[src/rtl/aes_round_sequencer_if.sv]
// Host/datapath handshake bundle for the AES round sequencer.
// The sequencer uses the slave modport. The host or testbench uses the master modport.
interface aes_round_sequencer_if #(
    parameter int ROUND_W = 4
);
    logic               start;
    logic [1:0]         keySize;
    logic               decrypt;
    logic               keyReady;
    logic               outAck;
    logic               busy;
    logic               cypherTextOn;
    logic               subByteOn;
    logic               shiftRowsOn;
    logic               mixColumnsOn;
    logic               keyExpansionOn;
    logic               addRoundKeyOn;
    logic               invMode;
    logic [ROUND_W-1:0] currentRound;
    logic [ROUND_W-1:0] roundKeyIndex;
    logic               done;
    logic               error;

    modport master (
        output start, keySize, decrypt, keyReady, outAck,
        input  busy, cypherTextOn, subByteOn, shiftRowsOn, mixColumnsOn,
               keyExpansionOn, addRoundKeyOn, invMode, currentRound,
               roundKeyIndex, done, error
    );

    modport slave (
        input  start, keySize, decrypt, keyReady, outAck,
        output busy, cypherTextOn, subByteOn, shiftRowsOn, mixColumnsOn,
               keyExpansionOn, addRoundKeyOn, invMode, currentRound,
               roundKeyIndex, done, error
    );
endinterface

[src/rtl/aes_round_sequencer.sv]
// AES-128/192/256 round controller: sequences datapath enables for encrypt and decrypt.
// It supports key-schedule stalls and a start/done handshake.
module aes_round_sequencer #(
    parameter int ROUND_W         = 4,
    parameter bit SUPPORT_DECRYPT = 1'b1
) (
    input logic                  clk,
    input logic                  reset,
    aes_round_sequencer_if.slave bus
);

    typedef enum logic [2:0] {
        S_IDLE  = 3'd0,
        S_INIT  = 3'd1,
        S_ROUND = 3'd2,
        S_FINAL = 3'd3,
        S_DONE  = 3'd4
    } state_e;

    state_e             state_q, state_d;
    logic [ROUND_W-1:0] nr_q, nr_d;
    logic [ROUND_W-1:0] round_q, round_d;
    logic               inv_q, inv_d;
    logic               err_q, err_d;

    logic [ROUND_W-1:0] nr_sel;
    logic               start_ok;
    logic               active;
    logic               step;

    always_comb begin
        case (bus.keySize)
            2'b01:   nr_sel = ROUND_W'(12);
            2'b10:   nr_sel = ROUND_W'(14);
            default: nr_sel = ROUND_W'(10);
        endcase
    end

    assign start_ok = (bus.keySize != 2'b11) && (SUPPORT_DECRYPT || !bus.decrypt);

    // Next-state logic. A step only executes on a cycle with keyReady high.
    always_comb begin
        // NOTE: every _d gets a default first, so no latch can be inferred.
        state_d = state_q;
        nr_d    = nr_q;
        round_d = round_q;
        inv_d   = inv_q;
        err_d   = 1'b0;
        case (state_q)
            S_IDLE: begin
                if (bus.start) begin
                    if (start_ok) begin
                        state_d = S_INIT;
                        nr_d    = nr_sel;
                        inv_d   = bus.decrypt;
                        round_d = '0;
                    end else begin
                        err_d = 1'b1;
                    end
                end
            end
            S_INIT: begin
                if (bus.keyReady) begin
                    state_d = S_ROUND;
                    round_d = ROUND_W'(1);
                end
            end
            S_ROUND: begin
                if (bus.keyReady) begin
                    round_d = round_q + ROUND_W'(1);
                    if (round_q == nr_q - ROUND_W'(1)) begin
                        state_d = S_FINAL;
                    end
                end
            end
            S_FINAL: begin
                if (bus.keyReady) begin
                    state_d = S_DONE;
                end
            end
            S_DONE: begin
                if (bus.outAck) begin
                    if (bus.start && start_ok) begin
                        state_d = S_INIT;
                        nr_d    = nr_sel;
                        inv_d   = bus.decrypt;
                        round_d = '0;
                    end else begin
                        state_d = S_IDLE;
                        err_d   = bus.start;
                    end
                end
            end
            default: state_d = S_IDLE;
        endcase
    end

    always_ff @(posedge clk or posedge reset) begin
        if (reset) begin
            state_q <= S_IDLE;
            nr_q    <= ROUND_W'(10);
            round_q <= '0;
            inv_q   <= 1'b0;
            err_q   <= 1'b0;
        end else begin
            // NOTE: non-blocking here, so every flop samples pre-edge values together.
            state_q <= state_d;
            nr_q    <= nr_d;
            round_q <= round_d;
            inv_q   <= inv_d;
            err_q   <= err_d;
        end
    end

    // Enables decode from state. keyReady low masks them all, so a stall holds the datapath.
    assign active = (state_q == S_INIT) || (state_q == S_ROUND) || (state_q == S_FINAL);
    assign step   = active && bus.keyReady;

    assign bus.busy           = active;
    assign bus.cypherTextOn   = step && (state_q == S_INIT);
    assign bus.subByteOn      = step && (state_q != S_INIT);
    assign bus.shiftRowsOn    = step && (state_q != S_INIT);
    assign bus.mixColumnsOn   = step && (state_q == S_ROUND);
    assign bus.keyExpansionOn = step && !inv_q;
    assign bus.addRoundKeyOn  = step;
    assign bus.invMode        = inv_q;
    assign bus.currentRound   = round_q;
    assign bus.roundKeyIndex  = inv_q ? (nr_q - round_q) : round_q;
    assign bus.done           = (state_q == S_DONE);
    assign bus.error          = err_q;

endmodule

[src/flat_wrapper.sv]
// flat-port wrapper written by rule: the top's interface ports become plain ports
module aes_round_sequencer_flat 
#(
    parameter int ROUND_W         = 4,
    parameter bit SUPPORT_DECRYPT = 1'b1
)
  (clk, reset, bus_start, bus_keySize, bus_decrypt, bus_keyReady, bus_outAck, bus_busy, bus_cypherTextOn, bus_subByteOn, bus_shiftRowsOn, bus_mixColumnsOn, bus_keyExpansionOn, bus_addRoundKeyOn, bus_invMode, bus_currentRound, bus_roundKeyIndex, bus_done, bus_error);
  aes_round_sequencer_if #(.ROUND_W(ROUND_W)) bus_i ();
  input logic clk;
  input logic reset;
  input wire logic [$bits(bus_i.start)-1:0] bus_start;
  input wire logic [$bits(bus_i.keySize)-1:0] bus_keySize;
  input wire logic [$bits(bus_i.decrypt)-1:0] bus_decrypt;
  input wire logic [$bits(bus_i.keyReady)-1:0] bus_keyReady;
  input wire logic [$bits(bus_i.outAck)-1:0] bus_outAck;
  output wire logic [$bits(bus_i.busy)-1:0] bus_busy;
  output wire logic [$bits(bus_i.cypherTextOn)-1:0] bus_cypherTextOn;
  output wire logic [$bits(bus_i.subByteOn)-1:0] bus_subByteOn;
  output wire logic [$bits(bus_i.shiftRowsOn)-1:0] bus_shiftRowsOn;
  output wire logic [$bits(bus_i.mixColumnsOn)-1:0] bus_mixColumnsOn;
  output wire logic [$bits(bus_i.keyExpansionOn)-1:0] bus_keyExpansionOn;
  output wire logic [$bits(bus_i.addRoundKeyOn)-1:0] bus_addRoundKeyOn;
  output wire logic [$bits(bus_i.invMode)-1:0] bus_invMode;
  output wire logic [$bits(bus_i.currentRound)-1:0] bus_currentRound;
  output wire logic [$bits(bus_i.roundKeyIndex)-1:0] bus_roundKeyIndex;
  output wire logic [$bits(bus_i.done)-1:0] bus_done;
  output wire logic [$bits(bus_i.error)-1:0] bus_error;
  assign bus_i.start = bus_start;
  assign bus_i.keySize = bus_keySize;
  assign bus_i.decrypt = bus_decrypt;
  assign bus_i.keyReady = bus_keyReady;
  assign bus_i.outAck = bus_outAck;
  assign bus_busy = bus_i.busy;
  assign bus_cypherTextOn = bus_i.cypherTextOn;
  assign bus_subByteOn = bus_i.subByteOn;
  assign bus_shiftRowsOn = bus_i.shiftRowsOn;
  assign bus_mixColumnsOn = bus_i.mixColumnsOn;
  assign bus_keyExpansionOn = bus_i.keyExpansionOn;
  assign bus_addRoundKeyOn = bus_i.addRoundKeyOn;
  assign bus_invMode = bus_i.invMode;
  assign bus_currentRound = bus_i.currentRound;
  assign bus_roundKeyIndex = bus_i.roundKeyIndex;
  assign bus_done = bus_i.done;
  assign bus_error = bus_i.error;
  aes_round_sequencer #(.ROUND_W(ROUND_W), .SUPPORT_DECRYPT(SUPPORT_DECRYPT)) u_core (.clk(clk), .reset(reset), .bus(bus_i));
endmodule
[config.mk]
export PLATFORM = sky130hd
export DESIGN_NAME = aes_round_sequencer_flat
export DESIGN_NICKNAME = d
export VERILOG_FILES = /design/src/rtl/aes_round_sequencer_if.sv /design/src/rtl/aes_round_sequencer.sv /design/src/flat_wrapper.sv
export SDC_FILE = /design/constraint.sdc
export NUM_CORES = 1
export LEC_CHECK = 0
export BUFFER_PORTS_ARGS = -buffer_cell sky130_fd_sc_hd__buf_2
export CAP_MARGIN = 10
export CORE_AREA = 2 2 48 50
export DETAILED_ROUTE_END_ITERATION = 10
export DIE_AREA = 0 0 50 52
export GPL_TIMING_DRIVEN = 0
export PLACE_DENSITY = 0.68
export SLEW_MARGIN = 10
export SYNTH_ARGS = -nofsm -noshare
export SYNTH_HDL_FRONTEND = slang
export SYNTH_SLANG_ARGS = --single-unit
export TNS_END_PERCENT = 10
[constraint.sdc]
create_clock -name clk -period 1.6 [get_ports clk]
set_input_delay 0.24 -clock clk [delete_from_list [all_inputs] [get_ports clk]]
set_output_delay 0.24 -clock clk [all_outputs]
set_load 0.02 [all_outputs]
==> metrics, run 1 <==
run status complete, but fails checks; failing checks negative setup slack; Switch Pwr about 1.2 mW; Reg clk slew, reported paths around 70 ps; Clk pwr share under 10%; DRC Markers 0; Worst-Margin Slew between 400 and 500 ps; # port buffers 24; total die area 2600 um^2; min-delay worst type in2reg; Final Skew ~4.7 ps; routed vias 760; Nets 137; Max-slew headroom a little over two thirds; WP data arrival 1750 ps; # setup viols final 3; CTS tree done; placed cells 142; syn_area_per_cell 9.87 um^2; GRT Overall Usage between 10% and 20%; Die Y ~52 um; Yosys cell types 40; layout cells sized above 1 a little under half; Final HPWL DP 1380 um; H-Tree Level Count 1; hold slack final 174 ps; vias in the first global route 696; TNS Setup -1010 ps; Yosys reg bits 11; RSZ-0062 raised after global routing true; Detail Route Antenna Nets 0; pwr/cell area between 2000 and 2500 nW/um^2; Routability Congestion ~0.76; CTS Root Cell clkbuf_4; Final period util 125%; WL per Instance roughly 13 um; Min Clock Period, post-route approximately 2000 ps; met1 GRT Util between 20% and 30%; Crit Path Max Fanout 2; clk sink count 11; Syn-to-layout area delta 31.8%; I/O pin count 26; largest net degree at the start of global routing 12; startpoint types flop; Detailed Routing Iterations Pass 1 3; CTS Buf Count 3; Slew Viols, Final 0; met2 usage ~27%; Die X 50 um; syn_nets between 100 and 150; clk_lat worst skew around 280 ps; met3 Usage GRT 2.59%; Overflow after GRT 0; Seq pwr share roughly 22%; GR peak layer met2; DRT Wirelength roughly 1900 um; Starting Density between 40% and 50%; final instance area 1170 um^2; R2R cell count 5; Site Rows 17; worst hold path depth 2; CORE AREA roughly 2100 um^2; cell-internal power 1.29 mW; Worst setup EP type output port; Leak Pwr between 0.5 and 0.6 nW; area post-placement roughly 1000 um^2; Antenna diodes 0; Syn. warnings 0; achievable frequency between 500 and 600 MHz; Final Hold Vio Count 0; Core Util, Final 55.6%; Combinational Power Share a little over two thirds; Max Cap Viol 0; antenna violations before repair 0; vias per std cell around 5; first-pass GRT wire length roughly 3300 um; switching part of the total power 47.5%; Mapped Cells 90; Power, Total roughly 2.5 mW; violation count after the first detailed-route iteration 7; worst vdd ir roughly 0.0012 V; Layout Cells excl Fill ~150; Mapped Area just under 900 um^2; Data required, critical path 1360 ps; WS Path Type reg2out; setup slack after layout -394 ps; DP Worst Slack -153 ps; Longest Clk Path Bufs 2; post-synthesis sequential area ratio between 30% and 40%; Fillers slightly below 200
[synthesized netlist by cell type]
master,count,share of area [%]
dfrtp_1,10,28
inv_1,8,3.4
ha_1,7,9.9
mux2i_1,4,4.5
nand2_1,4,1.7
nand2b_1,4,2.8
nor2_1,4,1.7
nor2b_1,4,2.8
nor3b_1,3,2.5
o21ai_0,3,1.7
xnor2_1,3,3.0
a21oi_1,2,1.1
and2_1,2,1.4
and3_1,2,1.4
buf_4,2,1.7
buf_6,2,2.5
nand3_1,2,1.1
xor2_1,2,2.0
a21o_1,1,0.85
a21oi_2,1,0.99
a2bb2oi_1,1,0.99
a2bb2oi_2,1,1.7
a311oi_1,1,0.99
buf_2,1,0.56
clkbuf_4,1,0.85
dfstp_2,1,3.0
fa_1,1,2.3
mux2_1,1,1.3
mux2_4,1,1.7
nand2b_4,1,1.5
nand3b_1,1,0.85
nor3_1,1,0.56
nor3_2,1,1.1
nor3b_2,1,1.4
o21a_1,1,0.85
o21ai_1,1,0.56
o221ai_2,1,1.7
o22a_1,1,0.99
o2bb2ai_1,1,0.99
o32ai_1,1,0.99
[repair_timing]
item / in CTS / in global routing
hold endpoints to repair: 10 / 0
resized for setup: 14 / 9
setup endpoints to repair: 9 / 9
buffers inserted: 1 / 0
hold buffers: 1 / 0
pin swaps: 6 / 3
[layout make-up]
class / count / area (um^2) / share of cell area (%)
clock buffers: 4 / 26.3 / 2.24
plain buffers: 6 / 56.3 / 4.81
flip-flops and latches: 11 / 279 / 23.8
well taps: 28 / 35.0 / 2.99
multi-input cells: 65 / 592 / 50.5
inverters: 8 / 30.0 / 2.56
repair buffers: 26 / 153 / 13.0
[final timing paths]
| path | start | to | slack (ps) |
|---|---|---|---|
| worst min-delay path | bus_decrypt | u_core.bus.invMode | 170 |
| worst min register to register | u_core.nr_q[1] | u_core.nr_q[1] | 550 |
| min in group asynchronous | reset | u_core.bus.currentRound[3] | 500 |
| max in group asynchronous | reset | u_core.nr_q[1] | 760 |
| worst max-delay path | u_core.nr_q[1] | bus_roundKeyIndex[3] | -390 |
| worst max register to register | u_core.nr_q[1] | u_core.state_q[0] | 10 |
[placed cells by master (no fill, tap or decap), drive strengths merged, types with 2 or more instances in the layout]
cell type | synthesis | layout
mux2i | 4 | 4
nor3b | 4 | 4
xor2 | 2 | 2
dfrtp | 10 | 10
and2 | 2 | 2
mux2 | 2 | 2
inv | 8 | 8
clkbuf | 1 | 5
nor2b | 4 | 4
nor3 | 2 | 2
nand2b | 5 | 5
ha | 7 | 7
xnor2 | 3 | 3
nand3 | 2 | 2
a2bb2oi | 2 | 2
a21oi | 3 | 3
nand2 | 4 | 4
buf | 5 | 30
nor2 | 4 | 4
and3 | 2 | 2
o21ai | 4 | 4
[per-layer routing]
layer  routed length, um  up-vias
met1                 839      366
met4                  43        0
li1                    -      373
met2                 913       16
met5                   0        -
met3                  59        5
[sequential cells by signal, indices dropped and copies added, names as in the netlist]
| register | cells |
|---|---|
| u_core.bus.currentRound | 4 |
| u_core.state_q | 3 |
| u_core.nr_q | 2 |
| u_core.bus.error | 1 |
| u_core.bus.invMode | 1 |
[worst max-delay path, stage by stage, from the launching register on]
cell and delay (ps):
dfstp_2 570, ha_4 210, nor2b_1 120, o21a_1 190, o21ai_2 120, xnor2_1 120
buf_4 160
[power groups by stage]
stage / logic (mW) / registers [mW] / clock network [mW]
3_3_place_gp: 1.49 / 0.526 / 0
4_1_cts: 1.65 / 0.524 / 0.202
3_5_place_dp: 1.51 / 0.530 / 0
5_1_grt: 1.89 / 0.555 / 0.222
2_1_floorplan: 1.11 / 0.564 / 0
6_report: 1.72 / 0.528 / 0.202
[cell families after synthesis]
| family | synth area share (%) |
|---|---|
| flip-flops | 31.1 |
| AO/OA/AOI/OAI | 14.4 |
| adder cells (fa/ha/maj) | 12.1 |
| multiplexers | 7.46 |
| XOR/XNOR | 4.93 |
| AND/OR/NAND/NOR | 21.0 |
| buffers and inverters | 9.01 |
Note: power is estimated with default switching activity, not from simulation.
==> inputs of run 2 (changes only) <==
==> constraint.sdc (replaced) <==
create_clock -name clk -period 2.3 [get_ports clk]
set_input_delay 0.345 -clock clk [delete_from_list [all_inputs] [get_ports clk]]
set_output_delay 0.345 -clock clk [all_outputs]
set_load 0.02 [all_outputs]
==> run 2 against run 1 <==
Net effect:
- the run now ends clean
- total power fell by 37%
- count of clock-buffer cells in the layout did not move
- non-clock buffer count fell by 1
- via count fell by 1.8%
- sequential share of layout area rose by 1.9 points
- largest cell class unchanged
- largest power group unchanged
==> metrics, run 2 (synthesis gave the netlist of run 1 again) <==
vias in the first global route ~700; WP data arrival around 1800 ps; GR peak layer met2; Site Rows 17; Crit Path Max Fanout 4; RSZ-0062 raised after global routing false; total die area approximately 2600 um^2; Final Skew approximately 4.2 ps; Switch Pwr 0.746 mW; CTS Buf Count 3; Data required, critical path between 1500 and 2000 ps; antenna violations before repair 0; Leak Pwr 0.576 nW; hold slack final about 58 ps; WP buf/inv 2; Antenna diodes 0; Syn-to-layout area delta 21.4%; pwr/cell area ~1400 nW/um^2; Layout Cells excl Fill approximately 150; DRT Wirelength 1770 um; min-delay worst type in2async; WL per Instance 12.0 um; switching part of the total power between 40% and 50%; DRC Markers 0; run status finished clean; Reg clk slew, reported paths approximately 70 ps; Detailed Routing Iterations Pass 1 4; largest net degree at the start of global routing 12; Fillers 213; Min Clock Period, post-route ~2100 ps; register area 278 um^2; Die Y approximately 52 um; # port buffers 24; achievable frequency around 470 MHz; CORE AREA 2110 um^2; violation count after the first detailed-route iteration 5; most common cell after layout, fill and taps aside buf_2; Combinational Power Share just under 70%; Worst-Margin Slew 440 ps; CTS tree done; Longest Clk Path Bufs 2; Max-slew headroom 70.6%; TNS Setup 0 ps; max reg flops 4; GRT Overall Usage ~16%; startpoint types flop; setup slack after layout approximately 160 ps; Final HPWL DP about 1500 um; Crit-path slowest cell dfrtp_2; H-Tree Level Count 1; Power, Total approximately 1.6 mW; Final Hold Vio Count 0; Overflow after GRT 0; slowest stage delay, CP 430 ps; met1 GRT Util between 10% and 20%; Detail Route Antenna Nets 0; Routability Congestion roughly 0.78; Seq pwr share between 20% and 30%; vias per std cell approximately 5.1; met2 usage approximately 29%; Worst setup EP type output port; Die X 50 um; WS Path Type reg2out; layout cells sized above 1 between 30% and 40%; first-pass GRT wire length 3100 um; Nets around 140; area taken by multi-input logic gates approximately 530 um^2; CTS Root Cell clkbuf_4; Clk pwr share between 8 and 9%; cell-internal power 0.809 mW; most frequent cells in the layout 25 x buf_2, 9 x dfrtp_1, 8 x inv_1; delay-heaviest family, CP flip-flops; Final period util just over 90%; clk sink count 11; Max Cap Viol 0; routed vias 746; clk_lat worst skew 270 ps; Critical Path, Cell by Cell inv_1 -> ha_1 -> nor2b_1 -> o21a_1 -> o21ai_1 -> xnor2_1 -> buf_2; placed cells between 100 and 150; Post-CTS Hold Buffers 0; DP Worst Slack 348 ps; met3 Usage GRT 1.72%; worst vdd ir about 0.00076 V; I/O pin count 26; Slew Viols, Final 0; # setup viols final 0; Starting Density between 40% and 50%
==> run 2: layout make-up <==
| class | instances | share of cell area (%) |
|---|---|---|
| Buffer | 6 | 4.64 |
| Timing Repair Buffer | 25 | 11.8 |
| Tap cell | 28 | 3.25 |
| Clock buffer | 4 | 2.44 |
| Sequential cell | 11 | 25.8 |
| Inverter | 8 | 2.78 |
| Multi-Input combinational cell | 65 | 49.3 |
==> run 2: per-layer routing <==
layer  part of all wire, %  up-vias
met5                     0        -
met4                   1.4        0
met3                   4.4        2
met2                    50       22
met1                    44      355
li1                      -      367
==> run 2: metrics by stage <==
step,utilization [%],instance area (um^2)
after global placement,49.6,1040
after global routing,51.2,1080
final,51.2,1080
after floorplan,-,888
after CTS,50.8,1070
after detailed placement,49.6,1040
==> run 2: power groups by stage <==
stage / clock, mW / combinational (mW) / sequential (mW)
floorplan: 0 / 0.771 / 0.391
global placement: 0 / 1.03 / 0.365
detailed placement: 0 / 1.05 / 0.370
CTS: 0.141 / 1.06 / 0.366
global route: 0.153 / 1.17 / 0.375
finish: 0.135 / 1.06 / 0.362
==> run 2: what timing repair did <==
action                                  CTS  global route
endpoints found under the hold margin     0             0
resized for setup                         0             1
setup buffers                             0             1
endpoints found under the setup margin    0             1
==> run 2: worst paths after layout <==
path                       depth (start not counted)  slack [ps]                       start                         end
setup reg to reg                                   5         690              u_core.nr_q[1]           u_core.state_q[0]
max in group asynchronous                          2        1910                       reset  u_core.bus.currentRound[1]
hold / removal                                     2          60                       reset              u_core.nr_q[2]
hold reg to reg                                    2         570              u_core.nr_q[1]              u_core.nr_q[1]
setup / recovery                                   7         160  u_core.bus.currentRound[1]        bus_roundKeyIndex[3]
min in group clk                                   2         280                 bus_decrypt          u_core.bus.invMode
